==> src/rtl/booth_controller.sv <==
// booth_controller: control FSM for the 8-bit radix-4 Booth multiplier.
// It loads the multiplicand into B and the multiplier into A, runs four
// add/shift iterations driven by the A[2:0] Booth triplet, aligns the
// product into C and then holds C on the x bus.
module booth_controller (
   input  logic        clk,
   input  logic        reset,
   input  logic        start,
   input  logic [2:0]  A_Val,
   output logic [3:0]  TransferSignals,
   output logic [2:0]  LoadSignals,
   output logic [11:0] ALU_Signals,
   output logic        ShiftLeftSignal,
   output logic        busy,
   output logic        done
);

   localparam logic [11:0] OP_NOP  = 12'h000;
   localparam logic [11:0] OP_PASS = 12'h001;
   localparam logic [11:0] OP_LDQ  = 12'h002;
   localparam logic [11:0] OP_ADD  = 12'h004;
   localparam logic [11:0] OP_SUB  = 12'h008;
   localparam logic [11:0] OP_ASR1 = 12'h010;
   localparam logic [11:0] OP_ASR2 = 12'h020;

   typedef enum logic [2:0] {
      S_IDLE   = 3'd0,
      S_LD_M   = 3'd1,
      S_WAIT_Q = 3'd2,
      S_LD_Q   = 3'd3,
      S_ADD    = 3'd4,
      S_SHIFT  = 3'd5,
      S_FIX    = 3'd6,
      S_DONE   = 3'd7
   } state_t;

   state_t      state_q, state_d;
   logic [1:0]  it_q, it_d;
   logic        start_q;
   logic        start_edge_s;

   logic [3:0]  transfer_s;
   logic [2:0]  load_s;
   logic [11:0] alu_s;
   logic        shl_s;
   logic        busy_s;
   logic        done_s;

   // A start held high yields exactly one rising edge.
   assign start_edge_s = start & ~start_q;

   // State, iteration counter and start history registers.
   always_ff @(posedge clk) begin
      if (reset) begin
         state_q <= S_IDLE;
         it_q    <= 2'd0;
         start_q <= 1'b0;
      end else begin
         state_q <= state_d;
         it_q    <= it_d;
         start_q <= start;
      end
   end

   // Next-state logic and raw per-state control decode.
   always_comb begin
      state_d    = state_q;
      it_d       = it_q;
      transfer_s = 4'b0000;
      load_s     = 3'b000;
      alu_s      = OP_NOP;
      shl_s      = 1'b0;
      busy_s     = 1'b0;
      done_s     = 1'b0;
      case (state_q)
         S_IDLE: begin
            if (start_edge_s) begin
               state_d = S_LD_M;
            end else begin
               state_d = S_IDLE;
            end
         end
         S_LD_M: begin
            // B <- sign-extended SW (multiplicand)
            transfer_s = 4'b1000;
            alu_s      = OP_PASS;
            load_s     = 3'b010;
            busy_s     = 1'b1;
            state_d    = S_WAIT_Q;
         end
         S_WAIT_Q: begin
            busy_s = 1'b1;
            if (start_edge_s) begin
               state_d = S_LD_Q;
            end else begin
               state_d = S_WAIT_Q;
            end
         end
         S_LD_Q: begin
            // A <- {acc=0, multiplier, Booth bit=0}
            transfer_s = 4'b1000;
            alu_s      = OP_LDQ;
            load_s     = 3'b001;
            busy_s     = 1'b1;
            it_d       = 2'd0;
            state_d    = S_ADD;
         end
         S_ADD: begin
            // Triplet decode; a zero digit leaves A untouched so the
            // iteration still costs a fixed two cycles.
            transfer_s = 4'b0011;
            load_s     = 3'b001;
            busy_s     = 1'b1;
            case (A_Val)
               3'b001, 3'b010: begin
                  alu_s = OP_ADD;
                  shl_s = 1'b0;
               end
               3'b011: begin
                  alu_s = OP_ADD;
                  shl_s = 1'b1;
               end
               3'b100: begin
                  alu_s = OP_SUB;
                  shl_s = 1'b1;
               end
               3'b101, 3'b110: begin
                  alu_s = OP_SUB;
                  shl_s = 1'b0;
               end
               default: begin
                  // 000 / 111: zero digit
                  alu_s  = OP_NOP;
                  load_s = 3'b000;
               end
            endcase
            state_d = S_SHIFT;
         end
         S_SHIFT: begin
            transfer_s = 4'b0001;
            alu_s      = OP_ASR2;
            load_s     = 3'b001;
            busy_s     = 1'b1;
            if (it_q == 2'd3) begin
               state_d = S_FIX;
            end else begin
               it_d    = it_q + 2'd1;
               state_d = S_ADD;
            end
         end
         S_FIX: begin
            // Drop the leftover Booth bit: C <- A >>> 1 is the product.
            transfer_s = 4'b0001;
            alu_s      = OP_ASR1;
            load_s     = 3'b100;
            busy_s     = 1'b1;
            it_d       = 2'd0;
            state_d    = S_DONE;
         end
         S_DONE: begin
            transfer_s = 4'b0100;
            done_s     = 1'b1;
            if (start_edge_s) begin
               state_d = S_LD_M;
            end else begin
               state_d = S_DONE;
            end
         end
         default: begin
            state_d = S_IDLE;
            it_d    = 2'd0;
         end
      endcase
   end

   // Output stage: everything is forced quiet while reset is asserted.
   always_comb begin
      if (reset) begin
         TransferSignals = 4'b0000;
         LoadSignals     = 3'b000;
         ALU_Signals     = OP_NOP;
         ShiftLeftSignal = 1'b0;
         busy            = 1'b0;
         done            = 1'b0;
      end else begin
         TransferSignals = transfer_s;
         LoadSignals     = load_s;
         ALU_Signals     = alu_s;
         ShiftLeftSignal = shl_s;
         busy            = busy_s;
         done            = done_s;
      end
   end

endmodule

==> config.mk <==
export PLATFORM = sky130hd
export DESIGN_NAME = booth_controller
export DESIGN_NICKNAME = d
export VERILOG_FILES = /design/src/rtl/booth_controller.sv
export SDC_FILE = /design/constraint.sdc
export NUM_CORES = 1
export LEC_CHECK = 0
export ABC_AREA = 0
export BUFFER_PORTS_ARGS = -buffer_cell sky130_fd_sc_hd__buf_4
export CAP_MARGIN = 0
export CORE_AREA = 2 2 39 41
export DETAILED_ROUTE_END_ITERATION = 7
export DIE_AREA = 0 0 41 43
export GPL_ROUTABILITY_DRIVEN = 0
export PLACE_DENSITY = 0.73
export SYNTH_ARGS = -nofsm -noshare
export SYNTH_HDL_FRONTEND = slang
export SYNTH_SLANG_ARGS = --single-unit
==> constraint.sdc <==
create_clock -name clk -period 1.53 [get_ports clk]
set_input_delay 0.0765 -clock clk [delete_from_list [all_inputs] [get_ports clk]]
set_output_delay 0.0765 -clock clk [all_outputs]
set_load 0.05 [all_outputs]
==> impl_metrics.py, run 1 <==
metrics = {
    "timing": {
        "finalHoldWorstSlack_ns": 0.0560,
        "clock.fmax_ghz": 0.657,
        "timing.final.max_slew_violations": 0,
        "final-hold-violation-count": 0,
        "min_period_ns": 1.52,
        "grt_setup_unrepaired": "true",
        "finalCritPeriodShare_pct": 99.5,
        "setup_viol_count_final": 0,
        "final.setup_skew_ns": 0.00112,
    },
    "synth": {
        "synthesis.area_per_instance_um2": 7.56,
        "synthesis.area_um2": 544,
        "synthCells": 72,
        "top_cells_by_area_in_the_synthesized_netlist": "sky130_fd_sc_hd__dfxtp_1, sky130_fd_sc_hd__buf_4, sky130_fd_sc_hd__nand2b_1",
        "ys_types": 34,
        "synthDominantAreaCellType": "sky130_fd_sc_hd__dfxtp_1",
        "yosys_warnings": 0,
        "netlist.area_leader.share_pct": 22.1,
        "yosys_register_bits": 6,
        "synth-seq-area-share_pct": 22.1,
    },
    "global_route": {
        "antenna_violations_before_repair": 0,
        "grt_pass1_wl_um": 1840,
        "pin_count_of_the_biggest_net_entering_global_routing": 15,
        "grt-ovfl-total": 0,
        "grt_pass1_vias": 480,
        "globalRouteTotalUtil_pct": 15.3,
    },
    "route": {
        "first_pass_iters": 4,
        "antenna_left": 0,
        "routedWlPerCell_um": 11.2,
        "detailroute.via_count": 556,
        "wirelength_um": 1220,
        "dr.first_iter.drc_count": 4,
        "drt-vias-per-instance": 5.10,
        "dr_drc_count": 0,
    },
    "placement": {
        "buffer_ports.inserted": 21,
        "dpl.hpwl_um": 964,
    },
    "floorplanning": {
        "die_x_um": 41,
        "initial_utilization_pct": 39.3,
        "ioPinCount": 28,
        "design.die.area_um2": 1760,
        "floorplan.die.height_um": 43,
        "core_region_area_um2": 1380,
        "rows": 14,
    },
    "critical_path": {
        "critical_path_peak_fanout": 5,
        "ff_to_ff_path_depth": 4,
        "critical_path.endpoint": "ALU_Signals[3]",
        "critical-path-slowest-cell": "sky130_fd_sc_hd__or3_4",
        "crit-reg2reg-launch": "it_q[0]$_SDFFE_PP0P_",
        "timing.setup.critical_path_class": "reg -> out",
        "critical_path_depth": 5,
        "crit_arrival_ns": 1.45,
        "crit_required_ns": 1.45,
        "crit_chain": "nand2b_4, or3_4, inv_2, and3_4, buf_8",
        "worstSetupStartpoint": "state_q[2]$_SDFF_PP0_",
        "critical_path_buf_inv_count": 2,
        "critical-path-max-stage-delay_ns": 0.37,
        "timing.critical_path.from_type": "flop",
        "crit_path_end_kind": "output pin",
        "critPathTopFamily": "simple AND/OR/NAND/NOR gates",
        "worst-r2r-setup-slack_ns": 0.27,
        "reg2reg_to": "it_q[1]$_SDFFE_PP0P_",
    },
    "clocking": {
        "clk_transition_reported_paths_ns": 0.05,
        "max-clock-path-buffers": 2,
        "htree_num_levels": 1,
        "post_cts_hold_buffer_count": 0,
        "cts.sink_count": 6,
        "worstSkewPairLatency_ns": 0.25,
        "clk_root_buffer_cell": "sky130_fd_sc_hd__clkbuf_4",
        "cts_made_buffers": 3,
        "cts_tree": "built",
    },
    "final_layout": {
        "number_of_nets_in_the_final_layout": 102,
        "synthToLayoutAreaGrowth_pct": 44.1,
        "core_utilization_of_the_finished_layout_pct": 56.7,
        "antennaDiodeCount": 0,
        "final_layout_size_suffix_gt1_share_pct": 47.3,
        "num-fill-cells": 138,
    },
    "job": {
        "drv.max_cap_violation_count": 0,
    },
    "min_path": {
        "hold_path_class": "in -> reg",
    },
    "power": {
        "peakVddDrop_mv": 0.348,
        "fin_total_pwr_uw": 501,
        "power_per_cell_area_nw_per_um2": 639,
        "total_leakage_power_uw": 0.000357,
    },
    "run_status": {
        "run_status": "finished clean",
    },
}
## stage by stage
step / TNS (ns) / setup slack, ns / cells / area (um2)
floorplan: -0.860 / -0.293 / 77 / 612
global placement: 0 / 0.157 / 106 / 732
detailed placement: 0 / 0.121 / 106 / 732
CTS: -0.00884 / -0.00884 / 109 / 768
global route: -0.0507 / -0.0315 / 109 / 785
finish: 0 / 0.00777 / 109 / 785
## repair_timing
action	in CTS	in global routing
endpoints found under the setup margin	5	8
hold endpoints to repair	0	0
buffers inserted	0	0
resized for setup	4	6
gates cloned	0	0
pin swaps	0	1
## registers in the layout, indices dropped and copies added (netlist names)
signal and count:
state_q 3, start_q 1, it_q 2
## cells in the final DEF, fill, tap and decap left out, types with 2 or more instances in the layout
cell / n
sky130_fd_sc_hd__nor2b_1: 2
sky130_fd_sc_hd__nor2_2: 2
sky130_fd_sc_hd__conb_1: 6
sky130_fd_sc_hd__buf_6: 3
sky130_fd_sc_hd__o32ai_1: 2
sky130_fd_sc_hd__dfxtp_2: 2
sky130_fd_sc_hd__nor2_1: 4
sky130_fd_sc_hd__nand2_1: 4
sky130_fd_sc_hd__a21oi_1: 5
sky130_fd_sc_hd__nor3_1: 4
sky130_fd_sc_hd__dfxtp_1: 3
sky130_fd_sc_hd__nand2b_1: 5
sky130_fd_sc_hd__clkbuf_4: 3
sky130_fd_sc_hd__buf_4: 21
## cell usage after synthesis
cell and instances:
sky130_fd_sc_hd__conb_1 1, sky130_fd_sc_hd__nand2_1 4, sky130_fd_sc_hd__nor3b_1 1, sky130_fd_sc_hd__a2111oi_2 1
sky130_fd_sc_hd__o22a_1 1, sky130_fd_sc_hd__buf_4 9, sky130_fd_sc_hd__o21ba_1 1, sky130_fd_sc_hd__buf_6 1
sky130_fd_sc_hd__and3_1 1, sky130_fd_sc_hd__nand2b_4 1, sky130_fd_sc_hd__a21boi_1 1, sky130_fd_sc_hd__nand2b_1 5
sky130_fd_sc_hd__or3_1 2, sky130_fd_sc_hd__nor2b_1 2, sky130_fd_sc_hd__o31a_1 1, sky130_fd_sc_hd__nor2_1 6
sky130_fd_sc_hd__nor3_1 5, sky130_fd_sc_hd__dfxtp_1 6, sky130_fd_sc_hd__buf_1 1, sky130_fd_sc_hd__buf_2 1
sky130_fd_sc_hd__and3b_1 1, sky130_fd_sc_hd__a2111oi_1 1, sky130_fd_sc_hd__nor4_1 1, sky130_fd_sc_hd__a21oi_1 6
sky130_fd_sc_hd__ha_1 1, sky130_fd_sc_hd__or2_2 1, sky130_fd_sc_hd__nand3_1 1, sky130_fd_sc_hd__inv_2 1
sky130_fd_sc_hd__o21ai_0 1, sky130_fd_sc_hd__and2_1 2, sky130_fd_sc_hd__inv_1 1, sky130_fd_sc_hd__o32ai_1 2
sky130_fd_sc_hd__o21bai_1 1, sky130_fd_sc_hd__a211oi_1 1
## cell families (layout without fill, tap and decap cells)
kind of cell,after synthesis,after routing,share of synthesized area (%)
compound gates,17,17,23.4
simple gates,33,33,34.0
buf+inv,14,30,17.5
flops,6,6,22.1
other cells,1,6,0.689
fa+ha+maj,1,1,2.30
## area by class of cell
type | instances | area (um2) | area share, %
Multi-Input combinational cell | 57 | 402 | 51.2
Timing Repair Buffer | 25 | 206 | 26.3
Sequential cell | 6 | 126 | 16.1
Clock buffer | 3 | 22.5 | 2.87
Tap cell | 16 | 20.0 | 2.55
Inverter | 2 | 7.51 | 0.957
## how the worst min path moves through the flow
stage,start,endpoint,depth (start not counted)
final,start,start_q$_SDFF_PP0_,2
after floorplan,start,start_q$_SDFF_PP0_,1
after CTS,start,start_q$_SDFF_PP0_,2
after global placement,start,start_q$_SDFF_PP0_,2
after global routing,start,start_q$_SDFF_PP0_,2
after detailed placement,start,start_q$_SDFF_PP0_,2
## routing by layer
metal | GRT usage (%) | vias to the layer above | part of all wire (%)
met3 | 1.57 | 3 | 7.6
met1 | 17.4 | 252 | 41
met4 | 12.0 | 0 | 2.5
li1 | - | 281 | -
met5 | 0 | - | 0
met2 | 24.1 | 20 | 49
## power breakdown
group          switching (uW)  internal (uW)
combinational             119           57.8
clock                    62.4           89.1
sequential               9.00            164
total                     190            311
Power figures use the tool's default switching activity.
==> run 2: changes to the inputs <==
--- a/config.mk
+++ b/config.mk
@@ -8,9 +8,8 @@
 export ABC_AREA = 0
 export BUFFER_PORTS_ARGS = -buffer_cell sky130_fd_sc_hd__buf_4
 export CAP_MARGIN = 0
-export CORE_AREA = 2 2 39 41
+export CORE_UTILIZATION = 39
 export DETAILED_ROUTE_END_ITERATION = 7
-export DIE_AREA = 0 0 41 43
 export GPL_ROUTABILITY_DRIVEN = 0
 export PLACE_DENSITY = 0.73
 export SYNTH_ARGS = -nofsm -noshare
==> constraint.sdc (replaced) <==
create_clock -name clk -period 1.3 [get_ports clk]
set_input_delay 0.065 -clock clk [delete_from_list [all_inputs] [get_ports clk]]
set_output_delay 0.065 -clock clk [all_outputs]
set_load 0.05 [all_outputs]
==> impl_metrics.py, run 2 (synthesized netlist as in run 1, its figures left out) <==
metrics = {
    "run_status": {
        "run_status": "finished with violations",
        "violated_checks": "setup timing",
    },
    "route": {
        "detailroute.via_count": 642,
        "wirelength_um": 1900,
        "first_pass_iters": 2,
        "antenna_left": 0,
        "routedWlPerCell_um": 15.3,
        "dr.first_iter.drc_count": 4,
        "drt-vias-per-instance": 5.18,
        "dr_drc_count": 0,
    },
    "timing": {
        "setup_viol_count_final": 11,
        "min_period_ns": 1.49,
        "grt_setup_unrepaired": "true",
        "final.setup_skew_ns": 0.0129,
        "finalCritPeriodShare_pct": 115,
        "final-hold-violation-count": 0,
        "clock.fmax_ghz": 0.671,
        "setup_ws_ns": -0.190,
        "timing.final.max_slew_violations": 0,
    },
    "global_route": {
        "grt_pass1_vias": 605,
        "grt_pass1_wl_um": 2470,
        "antenna_violations_before_repair": 0,
        "globalRouteTotalUtil_pct": 23.6,
        "pin_count_of_the_biggest_net_entering_global_routing": 15,
        "grt-ovfl-total": 0,
    },
    "final_layout": {
        "synthToLayoutAreaGrowth_pct": 102,
        "regMostFlops": "state_q",
        "largest_register_ff_count": 3,
        "final_layout_size_suffix_gt1_share_pct": 66.1,
        "antennaDiodeCount": 0,
        "top_regs": "state_q: 3 flops, it_q: 2 flops, start_q: 1 flops",
        "number_of_nets_in_the_final_layout": 117,
        "post_layout_nonfiller_instances": 124,
        "layout_commonest_cell": "sky130_fd_sc_hd__buf_6",
        "layout_common_cells": "sky130_fd_sc_hd__buf_6, sky130_fd_sc_hd__buf_4, sky130_fd_sc_hd__conb_1",
    },
    "clocking": {
        "max-clock-path-buffers": 2,
        "cts_tree": "built",
        "cts_made_buffers": 3,
        "cts.sink_count": 6,
        "htree_num_levels": 1,
        "clk_root_buffer_cell": "sky130_fd_sc_hd__clkbuf_4",
        "post_cts_hold_buffer_count": 0,
        "clk_transition_reported_paths_ns": 0.06,
        "worstSkewPairLatency_ns": 0.25,
    },
    "floorplanning": {
        "floorplan.die.height_um": 39.4,
        "core_region_area_um2": 1300,
        "design.die.area_um2": 1550,
        "die_x_um": 39.4,
        "rows": 13,
        "initial_utilization_pct": 41.8,
        "ioPinCount": 28,
    },
    "critical_path": {
        "timing.setup.critical_path_class": "reg -> out",
        "critical_path_peak_fanout": 3,
        "crit_required_ns": 1.24,
        "crit_path_end_kind": "output pin",
        "crit_arrival_ns": 1.43,
        "timing.critical_path.from_type": "flop",
    },
    "power": {
        "total_leakage_power_uw": 0.000479,
        "seq_power_share_pct": 28.9,
        "netSwitchingFraction_pct": 38.2,
        "combPwrFrac_pct": 43.7,
        "cellInternalPower_uw": 434,
        "peakVddDrop_mv": 0.660,
        "power_per_cell_area_nw_per_um2": 639,
        "p_switching_uw": 268,
        "power_frac_clock_pct": 27.4,
    },
    "placement": {
        "buffer_ports.inserted": 21,
        "placed_cells_incl_taps": 107,
        "dp_worst_setup_slack_ns": -0.0436,
        "dpl.hpwl_um": 1030,
    },
    "job": {
        "drv.max_cap_violation_count": 0,
    },
    "min_path": {
        "hold_path_class": "in -> reg",
    },
}
run 2: cell count changes in the layout (fill, tap and decap cells not counted), sizes merged:
| cell | previous run | this run |
|---|---|---|
| buf | 25 | 40 |
| clkbuf | 3 | 4 |
run 2: critical path: stages (launching register included):
cell and delay, ns:
sky130_fd_sc_hd__dfxtp_4 0.35, sky130_fd_sc_hd__or3_4 0.43, sky130_fd_sc_hd__inv_4 0.07, sky130_fd_sc_hd__and3_4 0.18
sky130_fd_sc_hd__buf_8 0.14
run 2: final cells by class:
| class | instances | area, um2 |
|---|---|---|
| Inverter | 2 | 10.0 |
| Sequential cell | 6 | 128 |
| Timing Repair Buffer | 40 | 410 |
| Multi-Input combinational cell | 57 | 505 |
| Tap cell | 15 | 18.8 |
| Fill cell | 81 | 203 |
| Clock buffer | 4 | 26.3 |
run 2: per-layer routing:
metal  up-vias  track usage [%]  share of wire (%)
met2        16             45.8                 59
li1        316                -                  -
met4         0             9.48                1.5
met1       306             24.7                 37
met3         4             3.41                2.5
met5         -                0                  0
run 2: worst paths after layout:
path / cells after the start / slack [ns] / from / to
min reg2reg: 2 / 0.53 / it_q[0]$_SDFFE_PP0P_ / it_q[0]$_SDFFE_PP0P_
max reg2reg: 6 / -0.07 / state_q[2]$_SDFF_PP0_ / it_q[1]$_SDFFE_PP0P_
min: 2 / 0.05 / start / start_q$_SDFF_PP0_
max: 4 / -0.19 / state_q[0]$_SDFF_PP0_ / ALU_Signals[3]
run 2: what timing repair did:
action | CTS | global route
gates resized for setup | 24 | 22
pin swaps | 2 | 8
setup buffers | 8 | 4
setup endpoints to repair | 14 | 17
cloned | 1 | 0
run 2: power by group through the flow:
stage	Sequential, uW	Clock, uW	Combinational [uW]
floorplan	206	0	186
global placement	201	0	222
detailed placement	201	0	226
CTS	200	199	266
global route	204	207	321
finish	203	193	307
run 2: per-stage QoR:
stage | TNS [ns] | utilization (%) | cell area, um2 | total power (uW) | hold WS [ns]
5_1_grt | -1.63 | 84.4 | 1100 | 733 | 0.0671
3_5_place_dp | -0.0436 | 61.7 | 803 | 427 | 0.296
4_1_cts | -1.19 | 75.2 | 978 | 665 | 0.0463
6_report | -1.14 | 84.4 | 1100 | 702 | 0.0519
2_1_floorplan | -0.529 | - | 679 | 392 | 0.191
3_3_place_gp | -0.0110 | 61.7 | 803 | 423 | 0.291
